--- config.mk ---
export PLATFORM = sky130hd
export DESIGN_NAME = mem_resp_stage
export DESIGN_NICKNAME = d
export VERILOG_FILES = /design/src/rtl/mem_resp_stage.sv
export SDC_FILE = /design/constraint.sdc
export NUM_CORES = 1
export LEC_CHECK = 0
export BUFFER_PORTS_ARGS = -buffer_cell sky130_fd_sc_hd__buf_2
export CORE_UTILIZATION = 40
export CTS_BUF_LIST = sky130_fd_sc_hd__clkbuf_8
export DETAILED_ROUTE_END_ITERATION = 8
export GPL_TIMING_DRIVEN = 1
export PLACE_DENSITY = 0.68
export SLEW_MARGIN = 20
export SYNTH_ARGS = -nofsm -noshare
export SYNTH_HDL_FRONTEND = slang
export SYNTH_SLANG_ARGS = --single-unit
--- constraint.sdc ---
create_clock -name clk -period 22.7 [get_ports clk]
set_clock_uncertainty 0.2 [all_clocks]
set_input_delay 2.27 -clock clk [delete_from_list [all_inputs] [get_ports clk]]
set_output_delay 2.27 -clock clk [all_outputs]
set_load 0.01 [all_outputs]
--- src/rtl/mem_resp_stage.sv ---
// mem_resp_stage: in-order MEM stage that holds up to DEPTH loads, stores and ALU ops until their data arrives.
// Latency: an entry reaches WB one cycle after its data_ok (same cycle for the head entry when MS_RDATA_BYPASS_EN is defined).
// Backpressure: ms_allowin = !full; the head is held with a stable result while ws_allowin=0.
//
// Ports: clk/reset (async, active-high); EX side es_* with es_to_ms_valid/ms_allowin;
//        data_sram_data_ok/rdata are in-order responses; ms_flush discards every entry;
//        WB side ms_to_ws_valid/ws_allowin plus ws_pc/ws_result/ws_dest/ws_gr_we;
//        ms_fwd_bus has 40 bits per entry {valid, gr_we, dest[4:0], ready, result[31:0]}, entry 0 = head;
//        ms_resp_err is sticky and set by a data_ok that nothing was waiting for.
// Optional feature: define MS_RDATA_BYPASS_EN so a data_ok for the head entry makes it ready combinationally.
module mem_resp_stage #(
   parameter int DEPTH      = 2,
   parameter bit FWD_EN_ALL = 1'b1
) (
   input  logic                clk,
   input  logic                reset,
   input  logic                es_to_ms_valid,
   output logic                ms_allowin,
   input  logic [31:0]         es_pc,
   input  logic [31:0]         es_alu_result,
   input  logic [4:0]          es_dest,
   input  logic                es_gr_we,
   input  logic                es_res_from_mem,
   input  logic [4:0]          es_ld_op,
   input  logic                es_mem_req,
   input  logic [1:0]          es_addr_lowbits,
   input  logic                data_sram_data_ok,
   input  logic [31:0]         data_sram_rdata,
   input  logic                ms_flush,
   input  logic                ws_allowin,
   output logic                ms_to_ws_valid,
   output logic [31:0]         ws_pc,
   output logic [31:0]         ws_result,
   output logic [4:0]          ws_dest,
   output logic                ws_gr_we,
   output logic [DEPTH*40-1:0] ms_fwd_bus,
   output logic                ms_resp_err
);

   localparam int PW = $clog2(DEPTH);
   localparam int CW = PW + 1;
   localparam int DW = 8;
   localparam int EW = 40;

   // control state, cleared by reset
   logic [DEPTH-1:0] vld_q, vld_d;
   logic [DEPTH-1:0] got_q, got_d;
   logic [PW-1:0]    head_q, head_d;
   logic [PW-1:0]    tail_q, tail_d;
   logic [CW-1:0]    cnt_q, cnt_d;
   logic [DW-1:0]    disc_q, disc_d;
   logic             err_q, err_d;

   // payload, qualified by vld_q so never reset
   logic [31:0]      pc_q    [DEPTH];
   logic [31:0]      pc_d    [DEPTH];
   logic [31:0]      alu_q   [DEPTH];
   logic [31:0]      alu_d   [DEPTH];
   logic [31:0]      rdata_q [DEPTH];
   logic [31:0]      rdata_d [DEPTH];
   logic [4:0]       dest_q  [DEPTH];
   logic [4:0]       dest_d  [DEPTH];
   logic [4:0]       op_q    [DEPTH];
   logic [4:0]       op_d    [DEPTH];
   logic [1:0]       low_q   [DEPTH];
   logic [1:0]       low_d   [DEPTH];
   logic [DEPTH-1:0] gr_we_q, gr_we_d;
   logic [DEPTH-1:0] rfm_q, rfm_d;
   logic [DEPTH-1:0] mreq_q, mreq_d;

   logic [PW-1:0]    age_slot [DEPTH];
   logic             resp_found;
   logic [PW-1:0]    resp_slot;
   logic [CW-1:0]    awaiting;
   logic             disc_hit, fill, spurious;
   logic             head_byp, head_rdy;
   logic [31:0]      head_data;
   logic             enq, deq;

   // Load data extraction; halfword selection ignores lowbits[0] since misalignment faults in EX.
   function automatic logic [31:0] ld_extract(input logic [4:0]  op,
                                              input logic [1:0]  low,
                                              input logic [31:0] d);
      logic [7:0]  b;
      logic [15:0] h;
      logic [31:0] r;
      case (low)
         2'd0:    b = d[7:0];
         2'd1:    b = d[15:8];
         2'd2:    b = d[23:16];
         default: b = d[31:24];
      endcase
      h = low[1] ? d[31:16] : d[15:0];
      case (op)
         5'b00010: r = {{24{b[7]}}, b};
         5'b00100: r = {24'd0, b};
         5'b01000: r = {{16{h[15]}}, h};
         5'b10000: r = {16'd0, h};
         default:  r = d;
      endcase
      return r;
   endfunction

   // age_slot[i] is the slot of the i-th oldest entry
   always_comb begin
      for (int i = 0; i < DEPTH; i++) begin
         age_slot[i] = head_q + PW'(i);
      end
   end

   // Oldest entry still waiting for its response, and how many are waiting.
   always_comb begin
      resp_found = 1'b0;
      resp_slot  = head_q;
      awaiting   = '0;
      for (int i = 0; i < DEPTH; i++) begin
         if (vld_q[age_slot[i]] && mreq_q[age_slot[i]] && !got_q[age_slot[i]]) begin
            awaiting = awaiting + CW'(1);
            if (!resp_found) begin
               resp_found = 1'b1;
               resp_slot  = age_slot[i];
            end
         end
      end
   end

   // Responses belonging to flushed entries are swallowed before any live entry is filled.
   assign disc_hit = data_sram_data_ok && (disc_q != '0);
   assign fill     = data_sram_data_ok && (disc_q == '0) && resp_found;
   assign spurious = data_sram_data_ok && (disc_q == '0) && !resp_found;

`ifdef MS_RDATA_BYPASS_EN
   assign head_byp = fill && (resp_slot == head_q);
`else
   assign head_byp = 1'b0;
`endif

   assign head_rdy       = !mreq_q[head_q] || got_q[head_q] || head_byp;
   assign head_data      = head_byp ? data_sram_rdata : rdata_q[head_q];
   assign ms_allowin     = (cnt_q != CW'(DEPTH));
   assign ms_to_ws_valid = vld_q[head_q] && head_rdy && !ms_flush;
   assign ws_pc          = pc_q[head_q];
   assign ws_dest        = dest_q[head_q];
   assign ws_gr_we       = gr_we_q[head_q];
   assign ws_result      = rfm_q[head_q] ? ld_extract(op_q[head_q], low_q[head_q], head_data)
                                         : alu_q[head_q];
   assign ms_resp_err    = err_q;

   assign enq = es_to_ms_valid && ms_allowin && !ms_flush;
   assign deq = ms_to_ws_valid && ws_allowin;

   always_comb begin
      ms_fwd_bus = '0;
      for (int i = 0; i < DEPTH; i++) begin
         ms_fwd_bus[i*EW +: EW] = {
            vld_q[age_slot[i]] && (FWD_EN_ALL || (i == 0)),
            gr_we_q[age_slot[i]],
            dest_q[age_slot[i]],
            (i == 0) ? head_rdy : (!mreq_q[age_slot[i]] || got_q[age_slot[i]]),
            rfm_q[age_slot[i]]
               ? ld_extract(op_q[age_slot[i]], low_q[age_slot[i]],
                            (i == 0) ? head_data : rdata_q[age_slot[i]])
               : alu_q[age_slot[i]]};
      end
   end

   always_comb begin
      vld_d   = vld_q;
      got_d   = got_q;
      head_d  = head_q;
      tail_d  = tail_q;
      cnt_d   = cnt_q;
      disc_d  = disc_q;
      err_d   = err_q | spurious;
      pc_d    = pc_q;
      alu_d   = alu_q;
      rdata_d = rdata_q;
      dest_d  = dest_q;
      op_d    = op_q;
      low_d   = low_q;
      gr_we_d = gr_we_q;
      rfm_d   = rfm_q;
      mreq_d  = mreq_q;

      if (disc_hit) begin
         disc_d = disc_q - DW'(1);
      end
      if (fill) begin
         got_d[resp_slot]   = 1'b1;
         rdata_d[resp_slot] = data_sram_rdata;
      end
      if (deq) begin
         vld_d[head_q] = 1'b0;
         head_d        = head_q + PW'(1);
      end
      // the tail slot is never the fill slot: fill targets a valid entry, tail is empty
      if (enq) begin
         vld_d[tail_q]   = 1'b1;
         got_d[tail_q]   = 1'b0;
         pc_d[tail_q]    = es_pc;
         alu_d[tail_q]   = es_alu_result;
         dest_d[tail_q]  = es_dest;
         op_d[tail_q]    = es_ld_op;
         low_d[tail_q]   = es_addr_lowbits;
         gr_we_d[tail_q] = es_gr_we;
         rfm_d[tail_q]   = es_res_from_mem;
         mreq_d[tail_q]  = es_mem_req;
         tail_d          = tail_q + PW'(1);
      end
      if (enq && !deq) begin
         cnt_d = cnt_q + CW'(1);
      end else if (deq && !enq) begin
         cnt_d = cnt_q - CW'(1);
      end

      // Every response still owed to the flushed entries must be swallowed later;
      // one arriving in the flush cycle itself is already accounted for.
      if (ms_flush) begin
         vld_d  = '0;
         head_d = '0;
         tail_d = '0;
         cnt_d  = '0;
         disc_d = disc_q + DW'(awaiting) - DW'(disc_hit || fill);
      end
   end

   always_ff @(posedge clk or posedge reset) begin
      if (reset) begin
         vld_q  <= '0;
         got_q  <= '0;
         head_q <= '0;
         tail_q <= '0;
         cnt_q  <= '0;
         disc_q <= '0;
         err_q  <= 1'b0;
      end else begin
         vld_q  <= vld_d;
         got_q  <= got_d;
         head_q <= head_d;
         tail_q <= tail_d;
         cnt_q  <= cnt_d;
         disc_q <= disc_d;
         err_q  <= err_d;
      end
   end

   always_ff @(posedge clk) begin
      pc_q    <= pc_d;
      alu_q   <= alu_d;
      rdata_q <= rdata_d;
      dest_q  <= dest_d;
      op_q    <= op_d;
      low_q   <= low_d;
      gr_we_q <= gr_we_d;
      rfm_q   <= rfm_d;
      mreq_q  <= mreq_d;
   end

endmodule

Yosys cells after proc, flatten, opt, wreduce, memory -nomap -nowiden
Index checks and enable logic that the tools add are counted.

Output and inout bits: 153. Register bits after elaboration: 239. Word-level logic and storage cells: 210. Bits of input ports: 117.

Reductions and logical operators: 39. Equal/unequal tests: 13. Order comparisons: 13. Bitwise gates (word level): 11. $add $sub $neg: 8. Multiplexer cells: 104.

Operators by type and width (count): 32-bit 2-to-1 mux (19); 32-bit case mux with 4 select lines (2); 64-bit bitwise mux (3); 5-bit 2-to-1 mux (13); 32-bit demux with 1-bit select (2); 8-bit case mux with 3 select lines (2); 1-bit 2-to-1 mux (32); 16-bit 2-to-1 mux (2); 2-bit 2-to-1 mux (16); 10-bit bitwise mux (2); 1-bit logical AND (20); 8-bit 2-to-1 mux (2); 5-bit by 2-bit equality test with 1-bit output, second input constant (2); 5-bit by 3-bit equality test with 1-bit output, second input constant (2); 5-bit by 4-bit equality test with 1-bit output, second input constant (2); 5-bit equality test, second input constant (2); 8-bit by 2-bit adder with 8-bit output (1); 2-bit >= comparator, second input constant (4); 1-bit logical NOT (8); 8-bit logical NOT (1); 1-bit by 2-bit < comparator with 1-bit output, second input constant (4); 1-bit inverter with 2-bit output (4); 8-bit nonzero test (1); 8-bit by 1-bit subtractor with 8-bit output (1); 22 further kinds (41).

Longest topological paths before layout
Gate-level depths: netlist of the first run.

Depth in word-level cells: 15. Mapped depth: 24. Mapped depth without buffers: 18.

Worst setup path before layout of the first run
OpenSTA, ideal clock, no wires.

Path type: input -> register. Start: input port ms_flush. End: register alu_q[0] (netlist bit) (enable). Library setup time: 0.635 ns. Path slack: 13.490 ns. Arrival time: 8.375 ns. Cell stages on the path: 2. Data required time: 21.865 ns. Buffers on the path: 1. Cell sequence: clkbuf_1 nor3b_1.

Cells in the longest elaborated chain, start to end: 2.

RTL lines: start: declaration (RTL line 29) `input logic ms_flush,`; 1-bit logical NOT (RTL line 149) `assign enq = es_to_ms_valid && ms_allowin && !ms_flush;`; 1-bit logical AND (RTL line 149); end signal: assignment (RTL line 249) `alu_q <= alu_d;`; end: declaration (RTL line 57) `logic [31:0] alu_q [DEPTH];`.

No other way between the ends. A chain may end at the register's enable or synchronous reset.

Worst setup path after layout of the first run
Start: register head_q. End: output port ms_fwd_bus[23].

Cells in the longest elaborated chain, start to end: 8. Elaborated cells on any way between the ends: 26. Those cells by class: eq/ne (6); mux (18); bitwise (1); reduce/logical (1).

RTL lines: start: declaration (RTL line 48) `logic [PW-1:0] head_q, head_d;`; start signal: assignment (RTL line 231) `head_q <= '0;`; start signal: assignment (RTL line 239) `head_q <= head_d;`; 1-bit inverter with 2-bit output (implied by the code) (RTL line 139, 161, 163); 2-bit 2-to-1 mux (implied by the code) (3 in a row) (RTL line 161) `? ld_extract(op_q[age_slot[i]], low_q[age_slot[i]],`; 2-bit equality test (tied with other cells) (RTL line 87) `case (low)`; 8-bit case mux with 3 select lines (RTL line 87); 32-bit case mux with 4 select lines (RTL line 94) `case (op)`; 32-bit 2-to-1 mux (*) (RTL line 161); end: declaration (RTL line 36) `output logic [DEPTH*40-1:0] ms_fwd_bus,`.

Every way passes the cells marked *; elsewhere a longest branch is shown, timed or not. The select of a mux whose other input is x is not followed.

==> results of run 1 <==
## kinds of logic after synthesis
kind of cell | after synthesis | synth area share (%)
AOI/OAI and AO/OA | 236 | 13.3
xor gates and xnor gates | 19 | 1.28
adders and majority gates | 21 | 2.08
buffers and inverters | 133 | 6.01
DFF | 239 | 54.6
muxes | 178 | 14.8
and+or+nand+nor | 209 | 7.82
## sequential cells by signal, indices dropped and copies added (netlist names), 2 cells and up
name	cells
mreq_q	2
op_q	10
vld_q	2
rdata_q	64
gr_we_q	2
dest_q	10
disc_q	8
pc_q	64
rfm_q	2
cnt_q	2
got_q	2
alu_q	64
low_q	4
## worst max-delay path, delay by kind of cell, from the launching register on
family	cells	cell delay (ns)
compound gates	3	1.16
buf+inv	2	0.82
flops	1	0.74
mux	2	1.17
## layout by cell type, fill, tap and decap left out, types with 17 or more instances in the layout
cell      synthesis  layout
buf_2            23     269
edfxtp_1        222     222
mux2_2           95      95
mux2i_1          79      78
o21ai_0          61      61
nand2_1          58      58
nor2_1           52      51
clkbuf_8          0      44
inv_1            30      42
nor3_1           36      34
a221oi_1         27      27
a21oi_1          23      23
ha_1             20      20
a211oi_1         19      19
buf_4            47      17
## per-stage QoR
| step | hold slack (ns) | cells | cell area [um2] | utilization (%) |
|---|---|---|---|---|
| final | 0.276 | 1702 | 15100 | 47.7 |
| after global routing | 0.301 | 1700 | 15100 | 47.7 |
| after CTS | 0.286 | 1699 | 15100 | 47.6 |
| after detailed placement | 0.272 | 1620 | 14300 | 45.1 |
| after global placement | 0.253 | 1620 | 14300 | 45.1 |
| after floorplan | 0.267 | 1035 | 13000 | - |
## layout make-up
| cell class | instances | area, um2 | area share (%) |
|---|---|---|---|
| diodes | 3 | 7.51 | 0.0497 |
| multi-input cells | 663 | 5130 | 33.9 |
| clock inverters | 35 | 189 | 1.25 |
| well taps | 402 | 503 | 3.33 |
| inverters | 30 | 113 | 0.745 |
| repair buffers | 286 | 1470 | 9.75 |
| clock buffers | 44 | 606 | 4.01 |
| flip-flops and latches | 239 | 7100 | 46.9 |
## per-layer routing
metal	track usage, %	routed length (um)
met1	29.8	16000
met2	34.9	17200
met3	8.28	4370
met5	0	30
met4	8.37	1140
## cells in the mapped netlist (6+ instances only)
| master | number |
|---|---|
| a21o_1 | 12 |
| xnor2_1 | 15 |
| buf_4 | 47 |
| or3_1 | 9 |
| a21oi_1 | 23 |
| inv_1 | 30 |
| nor2b_1 | 7 |
| a21boi_1 | 9 |
| a31oi_1 | 11 |
| mux2_2 | 95 |
| a221oi_1 | 27 |
| nand3_1 | 6 |
| buf_6 | 8 |
| a211oi_1 | 19 |
| clkbuf_1 | 23 |
| mux2i_1 | 79 |
| a2bb2oi_1 | 9 |
| nand2b_1 | 16 |
| dfrtp_1 | 17 |
| nor2_1 | 52 |
| a221oi_2 | 9 |
| nor3_1 | 36 |
| o21ai_0 | 61 |
| edfxtp_1 | 222 |
| a21boi_0 | 7 |
| o211ai_1 | 8 |
| o22ai_1 | 8 |
| buf_2 | 23 |
| ha_1 | 20 |
| nand2_1 | 58 |
## worst max path at each step
| stage | depth (start not counted) | to |
|---|---|---|
| finish | 7 | ms_fwd_bus[23] |
| global route | 8 | ms_fwd_bus[59] |
| CTS | 7 | ms_fwd_bus[23] |
| detailed placement | 7 | ms_fwd_bus[23] |
| global placement | 7 | ms_fwd_bus[23] |
| floorplan | 2 | alu_q[0] |
## power groups by stage
stage | combinational, uW | clock [uW] | sequential, uW
floorplan | 242 | 0 | 536
global placement | 323 | 0 | 538
detailed placement | 328 | 0 | 539
CTS | 329 | 388 | 531
global route | 360 | 409 | 534
finish | 329 | 379 | 531
==> flow_summary_export.csv, run 1 <==
group,metric,value,unit
synthesis,yosysWarnings,0,
global_routing,grt_pass1_wl,56400,um
detailed_routing,viasPerCell,5.71,
cts,cts_root_buf,"clkbuf_8",
cts,cts-resized-gates,0,
synthesis,synth-seq-area-share,54.6,%
flow_run,drv_cap,0,
cells_and_area,area_growth,16.5,%
cts,clk_pin_slew,0.06,ns
pwr,p_sw_share,31.9,%
global_routing,grt_max_degree,88,
sta,worst_slack,15.72,ns
floorplan,ios,270,
cells_and_area,drive_gt1_share,36.5,%
detailed_routing,via_count,9721,
floorplan,die_y,182,um
pwr,vdd_drop_max,0.0619,mV
worst_setup_path,cpMaxStageDelayCell,"mux2i_2",
detailed_routing,wl_per_cell,22.7,um
run_status,outcome,"finished, final reports clean",
floorplan,core_area,31700,um2
global_routing,grt_overflow,0,
sta,clock.fmax,0.143,GHz
detailed_routing,routed_wirelength,38700,um
cts,cts_inserted_buffers,44,
cts,tritoncts,"yes",
worst_setup_path,cp_max_fo,49,
detailed_routing,postRouteAntennaNets,0,
pwr,p_sw,396,uW
detailed_routing,route.detailed.drc,0,
cells_and_area,n_fill_cell,2933,
hold_path,hp-start,"ms_resp_err",
worst_setup_path,r2r_cells,18,
place,post-place-ws,16.33,ns
synthesis,synth.top_cell.area_share,51.4,%
sta,maxSlewViolCount,0,
pwr,p_seq_share,42.8,%
cts,clk_latency,0.57,ns
synthesis,yosys_register_bits,239,
worst_setup_path,crit_required,20.23,ns
synthesis,synth_area_leaders,"edfxtp_1, mux2_2, mux2i_1, dfrtp_1, buf_4",
detailed_routing,drt-initial-drc-count,926,
synthesis,avgSynthCellArea,12.5,um2
place,dp_hpwl,27600,um
synthesis,synth_area,13000,um2
cts,cts.sink_count,239,
synthesis,syn-num-nets,1173,
synthesis,netlist_instances,1035,
place,portBuffers,269,
worst_setup_path,path_class,"reg2out",
worst_setup_path,path_cells,"buf_4 -> mux2i_2 -> mux2i_1 -> o31a_1 -> o31a_2 -> a21boi_1 -> buf_2",
sta,fin_crit,6.98,ns
synthesis,synth-edff-count,222,
synthesis,async_reset_ff_share,7.11,%
hold_path,min_to,"ms_resp_err",
pwr,internal_power,844,uW
hold_path,hold_class,"reg2reg",
hold_path,hold_path_depth,1,
worst_setup_path,cpPeakStageDelay,0.86,ns
pwr,p_leak,0.00580,uW
sta,hold_viol_final,0,
sta,setup-violations-final,0,
pwr,pwr-share-comb,26.6,%
pwr,p_clk_share,30.6,%
place,routabilityCongestion,0.950,
floorplan,die_w,182,um
worst_setup_path,crit_arrival,4.51,ns
cts,cts_buffer_depth,3,
worst_setup_path,end_kind,"primary output",
cts,postCtsSetupBuffers,0,
global_routing,antenna_found_initial,5,
cts,cts_hold_buffers,0,
pwr,power.density,82.0,nW/um2
worst_setup_path,start_kind,"flip-flop",
synthesis,ys_dominant_reg_cell,"edfxtp_1",
floorplan,dieArea,33200,um2
floorplan,rows,65,
worst_setup_path,critical_path.startpoint,"head_q",
pwr,p_total,1240,uW
sta,finalSetupTns,0,ns
worst_setup_path,reg2reg_to,"disc_q[6]",
synthesis,synth_cell_types,71,
worst_setup_path,r2r_start,"head_q",
global_routing,grt_util_all_layers,22.9,%
detailed_routing,drtPass1Iterations,6,
worst_setup_path,r2r_setup_slack,17.68,ns
sta,maxSlewHeadroom,30.2,%
cts,h-tree-depth,2,
floorplan,start_util,40.9,%
sta,grt_setup_unrepaired,"no",
global_routing,grt_pass1_vias,9443,
sta,period_share,30.7,%
sta,worst_pin_slew,1.05,ns
cells_and_area,nNetsFinal,1402,
synthesis,synth_largest_area_cell,"edfxtp_1",
Note: power is estimated with default switching activity, not from simulation.
==> inputs of run 2 (changes only) <==
- PLACE_DENSITY: 0.68 -> 0.71
- clock period: 22.7 -> 5.7 ns (I/O delays scaled with it)
==> flow_summary_export.csv, run 2 (same netlist as run 1, synthesis figures left out) <==
group,metric,value,unit
detailed_routing,postRouteAntennaNets,0,
floorplan,ios,270,
cts,h-tree-depth,2,
worst_setup_path,path_delay_family,"buffers and inverters",
worst_setup_path,r2r_setup_slack,1.37,ns
cells_and_area,drive_gt1_share,34.1,%
place,dp_cells,1621,
place,routabilityCongestion,0.945,
detailed_routing,drtPass1Iterations,5,
cts,clk_pin_slew,0.06,ns
worst_setup_path,path_common_cell,"buf_4",
cts,cts_root_buf,"clkbuf_8",
hold_path,hold_class,"in2reg",
cells_and_area,regArea,7100,um2
pwr,p_leak,0.00621,uW
hold_path,hold_path_depth,1,
cts,cts_buffer_depth,3,
worst_setup_path,cp_max_fo,67,
worst_setup_path,start_kind,"flip-flop",
worst_setup_path,reg2reg_to,"disc_q[6]",
cells_and_area,fin_util,50.6,%
cells_and_area,area_growth,23.6,%
hold_path,hp-start,"es_addr_lowbits[1]",
worst_setup_path,r2r_cells,17,
floorplan,core_area,31700,um2
detailed_routing,viasPerCell,5.52,
global_routing,grt_pass1_wl,56700,um
worst_setup_path,crit_arrival,4.22,ns
detailed_routing,via_count,9873,
global_routing,grt_pass1_vias,9802,
sta,fin_crit,4.99,ns
worst_setup_path,crit_required,4.93,ns
place,portBuffers,269,
sta,worst_slack,0.706,ns
global_routing,grt_util_all_layers,22.7,%
cells_and_area,nNetsFinal,1488,
place,post-place-ws,1.35,ns
sta,maxSlewHeadroom,37.8,%
cells_and_area,top_regs,"alu_q (64), pc_q (64), rdata_q (64)",
sta,clock.fmax,0.200,GHz
floorplan,die_y,182,um
sta,period_share,87.6,%
place,dp_hpwl,26600,um
cts,cts.sink_count,239,
detailed_routing,routed_wirelength,38000,um
run_status,outcome,"finished, final reports clean",
sta,setup-violations-final,0,
global_routing,antenna_found_initial,2,
worst_setup_path,path_cells,"buf_4 -> mux2i_2 -> buf_4 -> mux2i_1 -> a21oi_2 -> a221oi_1 -> buf_2",
cells_and_area,n_fill_cell,2762,
global_routing,grt_overflow,0,
cells_and_area,multi_input_area,5140,um2
worst_setup_path,cpPeakStageDelay,0.86,ns
sta,finalSetupTns,0,ns
cts,tritoncts,"yes",
cells_and_area,final_common_cell,"buf_2",
worst_setup_path,cpMaxStageDelayCell,"dfrtp_4",
worst_setup_path,path_class,"reg2out",
pwr,vdd_drop_max,0.226,mV
sta,grt_setup_unrepaired,"no",
sta,maxSlewViolCount,0,
hold_path,min_to,"low_q[3]",
floorplan,dieArea,33200,um2
cells_and_area,fin_cells,1787,
detailed_routing,route.detailed.drc,0,
cts,clk_latency,0.58,ns
detailed_routing,wl_per_cell,21.3,um
sta,hold_viol_final,0,
pwr,power.density,316,nW/um2
sta,whs,0.0200,ns
cts,cts_inserted_buffers,42,
global_routing,grt_max_degree,77,
worst_setup_path,critPathBufInv,3,
sta,worst_pin_slew,0.914,ns
floorplan,start_util,40.9,%
worst_setup_path,end_kind,"primary output",
floorplan,die_w,182,um
cts,postCtsSetupBuffers,0,
cells_and_area,final_cell_mix,"buf_2, edfxtp_1, mux2_2",
floorplan,rows,65,
detailed_routing,drt-initial-drc-count,802,
worst_setup_path,r2r_start,"head_q",
flow_run,drv_cap,0,
run 2: cell types whose count changed in the layout (fill, tap and decap cells not counted), sizes merged, moves of 2 or more:
cell and delta:
dlygate4sd3 +87, clkinv -5, inv +3, bufinv +2, clkinvlp -2
run 2: repair_timing:
item | CTS | global route
resized for setup | 0 | 0
hold buffers | 87 | 0
hold endpoints to repair | 186 | 0
run 2: power by group:
| group | internal, uW | switching [uW] |
|---|---|---|
| Combinational | 585 | 775 |
| Clock | 861 | 738 |
| Sequential | 2040 | 72.4 |
| Total | 3490 | 1590 |
run 2: worst max-delay path by stage:
stage,cells past startpoint,end,from,slack [ns]
floorplan,2,alu_q[32],ms_flush,1.04
global route,8,ms_fwd_bus[61],head_q,0.49
global placement,8,ms_fwd_bus[71],head_q,1.40
finish,7,ms_fwd_bus[52],head_q,0.71
CTS,8,ms_fwd_bus[71],head_q,0.72
detailed placement,8,ms_fwd_bus[71],head_q,1.35
run 2: per-layer routing:
layer	vias up	routed length [um]	GRT usage [%]
met3	81	3430	6.11
met2	484	17200	35.9
met5	-	0	0
met4	0	1320	8.81
met1	4735	16100	29.6
li1	4573	-	-
run 2: cell type report:
class,count,area share [%]
multi-input cells,663,32.1
flip-flops and latches,239,44.2
well taps,402,3.13
inverters,30,0.702
diodes,2,0.0312
clock inverters,33,1.43
repair buffers,374,14.7
clock buffers,44,3.77
run 2: metrics by stage:
stage | instance area (um2) | total power [uW]
floorplan | 13000 | 3090
global placement | 14300 | 3430
detailed placement | 14300 | 3450
CTS | 16000 | 5100
global route | 16000 | 5320
finish | 16000 | 5070
==> inputs of run 3 (changes only) <==
- CTS_CLUSTER_SIZE: default -> 10
- PLACE_DENSITY: 0.71 -> 0.68
- clock period: 5.7 -> 6.4 ns (I/O delays scaled with it)
==> flow_summary_export.csv, run 3 (same netlist as run 1, synthesis figures left out) <==
group,metric,value,unit
global_routing,grt_overflow,0,
sta,period_share,82.6,%
detailed_routing,wl_per_cell,21.8,um
worst_setup_path,cpPeakStageDelay,0.83,ns
cells_and_area,area_growth,17.3,%
place,place_area,14300,um2
pwr,p_clk_share,32.5,%
sta,finalSetupTns,0,ns
cts,cts_inserted_buffers,43,
detailed_routing,drtPass1Iterations,5,
cts,clk_latency,0.58,ns
cells_and_area,multi_input_area,5140,um2
cts,tritoncts,"yes",
pwr,power.density,297,nW/um2
floorplan,die_y,182,um
global_routing,grt_max_degree,79,
cells_and_area,final_common_cell,"buf_2",
worst_setup_path,r2r_setup_slack,2.05,ns
cts,postCtsSetupBuffers,0,
worst_setup_path,cp_max_fo,70,
cells_and_area,regArea,7100,um2
worst_setup_path,reg2reg_to,"disc_q[6]",
pwr,p_sw_share,30.8,%
cells_and_area,drive_gt1_share,36.7,%
detailed_routing,viasPerCell,5.67,
pwr,vdd_drop_max,0.263,mV
sta,grt_setup_unrepaired,"no",
worst_setup_path,path_delay_family,"compound AO/OA/AOI/OAI gates",
sta,clock.fmax,0.189,GHz
floorplan,ios,270,
floorplan,die_w,182,um
worst_setup_path,path_class,"reg2out",
hold_path,hold_path_depth,1,
worst_setup_path,cp.depth,8,
floorplan,dieArea,33200,um2
worst_setup_path,cpMaxStageDelayCell,"dfrtp_4",
cts,cts_buffer_depth,3,
place,portBuffers,269,
cts,cts-resized-gates,0,
run_status,outcome,"finished, final reports clean",
detailed_routing,postRouteAntennaNets,0,
sta,maxSlewHeadroom,33.2,%
worst_setup_path,critPathBufInv,2,
worst_setup_path,crit_arrival,4.45,ns
flow_run,drv_cap,0,
detailed_routing,route.detailed.drc,0,
pwr,pwr-share-comb,25.8,%
detailed_routing,drt-initial-drc-count,858,
detailed_routing,via_count,9639,
hold_path,hp-start,"es_pc[23]",
global_routing,grt_pass1_vias,9261,
global_routing,antenna_found_initial,7,
cts,cts_root_buf,"clkbuf_8",
worst_setup_path,start_kind,"flip-flop",
worst_setup_path,end_kind,"primary output",
cells_and_area,design_area,15200,um2
worst_setup_path,path_cells,"buf_4 -> nand2b_1 -> o31a_1 -> o21bai_4 -> or2_1 -> nor3_1 -> a221oi_1 -> buf_2",
cells_and_area,final_cell_mix,"buf_2, edfxtp_1, mux2_2",
hold_path,min_to,"pc_q[55]",
detailed_routing,routed_wirelength,37100,um
worst_setup_path,r2r_cells,17,
global_routing,grt_pass1_wl,55000,um
hold_path,hold_class,"in2reg",
cells_and_area,n_fill_cell,2883,
place,post-place-ws,1.89,ns
worst_setup_path,crit_required,5.56,ns
sta,maxSlewViolCount,0,
floorplan,start_util,40.9,%
cts,cts.sink_count,239,
sta,hold_viol_final,0,
sta,worst_slack,1.11,ns
pwr,p_total,4520,uW
place,routabilityCongestion,0.928,
floorplan,core_area,31700,um2
sta,worst_pin_slew,1.00,ns
sta,setup-violations-final,0,
floorplan,rows,65,
worst_setup_path,r2r_start,"head_q",
cells_and_area,nNetsFinal,1402,
sta,fin_crit,5.29,ns
place,dp_hpwl,26600,um
pwr,p_sw,1390,uW
place,dp_cells,1620,
cells_and_area,top_regs,"alu_q (64), pc_q (64), rdata_q (64)",
cts,h-tree-depth,2,
pwr,p_seq_share,41.7,%
global_routing,grt_util_all_layers,22.1,%
pwr,p_leak,0.00585,uW
cts,clk_pin_slew,0.06,ns
cells_and_area,fin_cells,1700,
pwr,internal_power,3130,uW
-- run 3: cell count changes in the layout (fill, tap and decap cells not counted), moves of 2 or more --
cell,delta
dlygate4sd3_1,-86
inv_1,-4
clkinv_2,+3
buf_4,-2
clkinv_1,-2
-- run 3: metal layers --
| metal | share of wire, % | track usage (%) | routed length, um | up-vias |
|---|---|---|---|---|
| met5 | 0.13 | 0 | 49 | - |
| met4 | 3.2 | 8.44 | 1200 | 8 |
| met3 | 10 | 6.75 | 3820 | 83 |
| met2 | 45 | 34.1 | 16600 | 502 |
| met1 | 42 | 29.2 | 15500 | 4655 |
| li1 | - | - | - | 4391 |
-- run 3: area by class of cell --
| class | count | area share (%) |
|---|---|---|
| clock buffers | 45 | 4.07 |
| well taps | 402 | 3.30 |
| repair buffers | 287 | 9.77 |
| flip-flops and latches | 239 | 46.6 |
| clock inverters | 32 | 1.68 |
| multi-input cells | 663 | 33.8 |
| diodes | 2 | 0.0329 |
| inverters | 30 | 0.740 |
-- run 3: worst max-delay path by stage --
stage                   from              to  slack (ns)
floorplan           ms_flush       alu_q[32]        1.67
global placement      head_q  ms_fwd_bus[52]        1.95
detailed placement    head_q  ms_fwd_bus[51]        1.89
CTS                   head_q  ms_fwd_bus[52]        1.25
global route          head_q  ms_fwd_bus[52]        0.88
finish                head_q  ms_fwd_bus[52]        1.11
-- run 3: stage by stage --
stage | hold slack [ns] | utilization, %
3_3_place_gp | 0.267 | 45.2
6_report | 0.0469 | 48.0
5_1_grt | 0.0212 | 48.0
2_1_floorplan | 0.267 | -
4_1_cts | 0.00997 | 48.0
3_5_place_dp | 0.277 | 45.2
-- run 3: power groups by stage --
stage | registers [uW] | clock network (uW) | logic (uW)
final | 1890 | 1470 | 1170
after global routing | 1900 | 1570 | 1290
after CTS | 1880 | 1500 | 1170
after detailed placement | 1920 | 0 | 1160
after global placement | 1910 | 0 | 1140
after floorplan | 1890 | 0 | 860
-- run 3: repair_timing --
item	CTS	global route
endpoints found under the setup margin	0	0
hold buffers	1	0
endpoints found under the hold margin	17	0
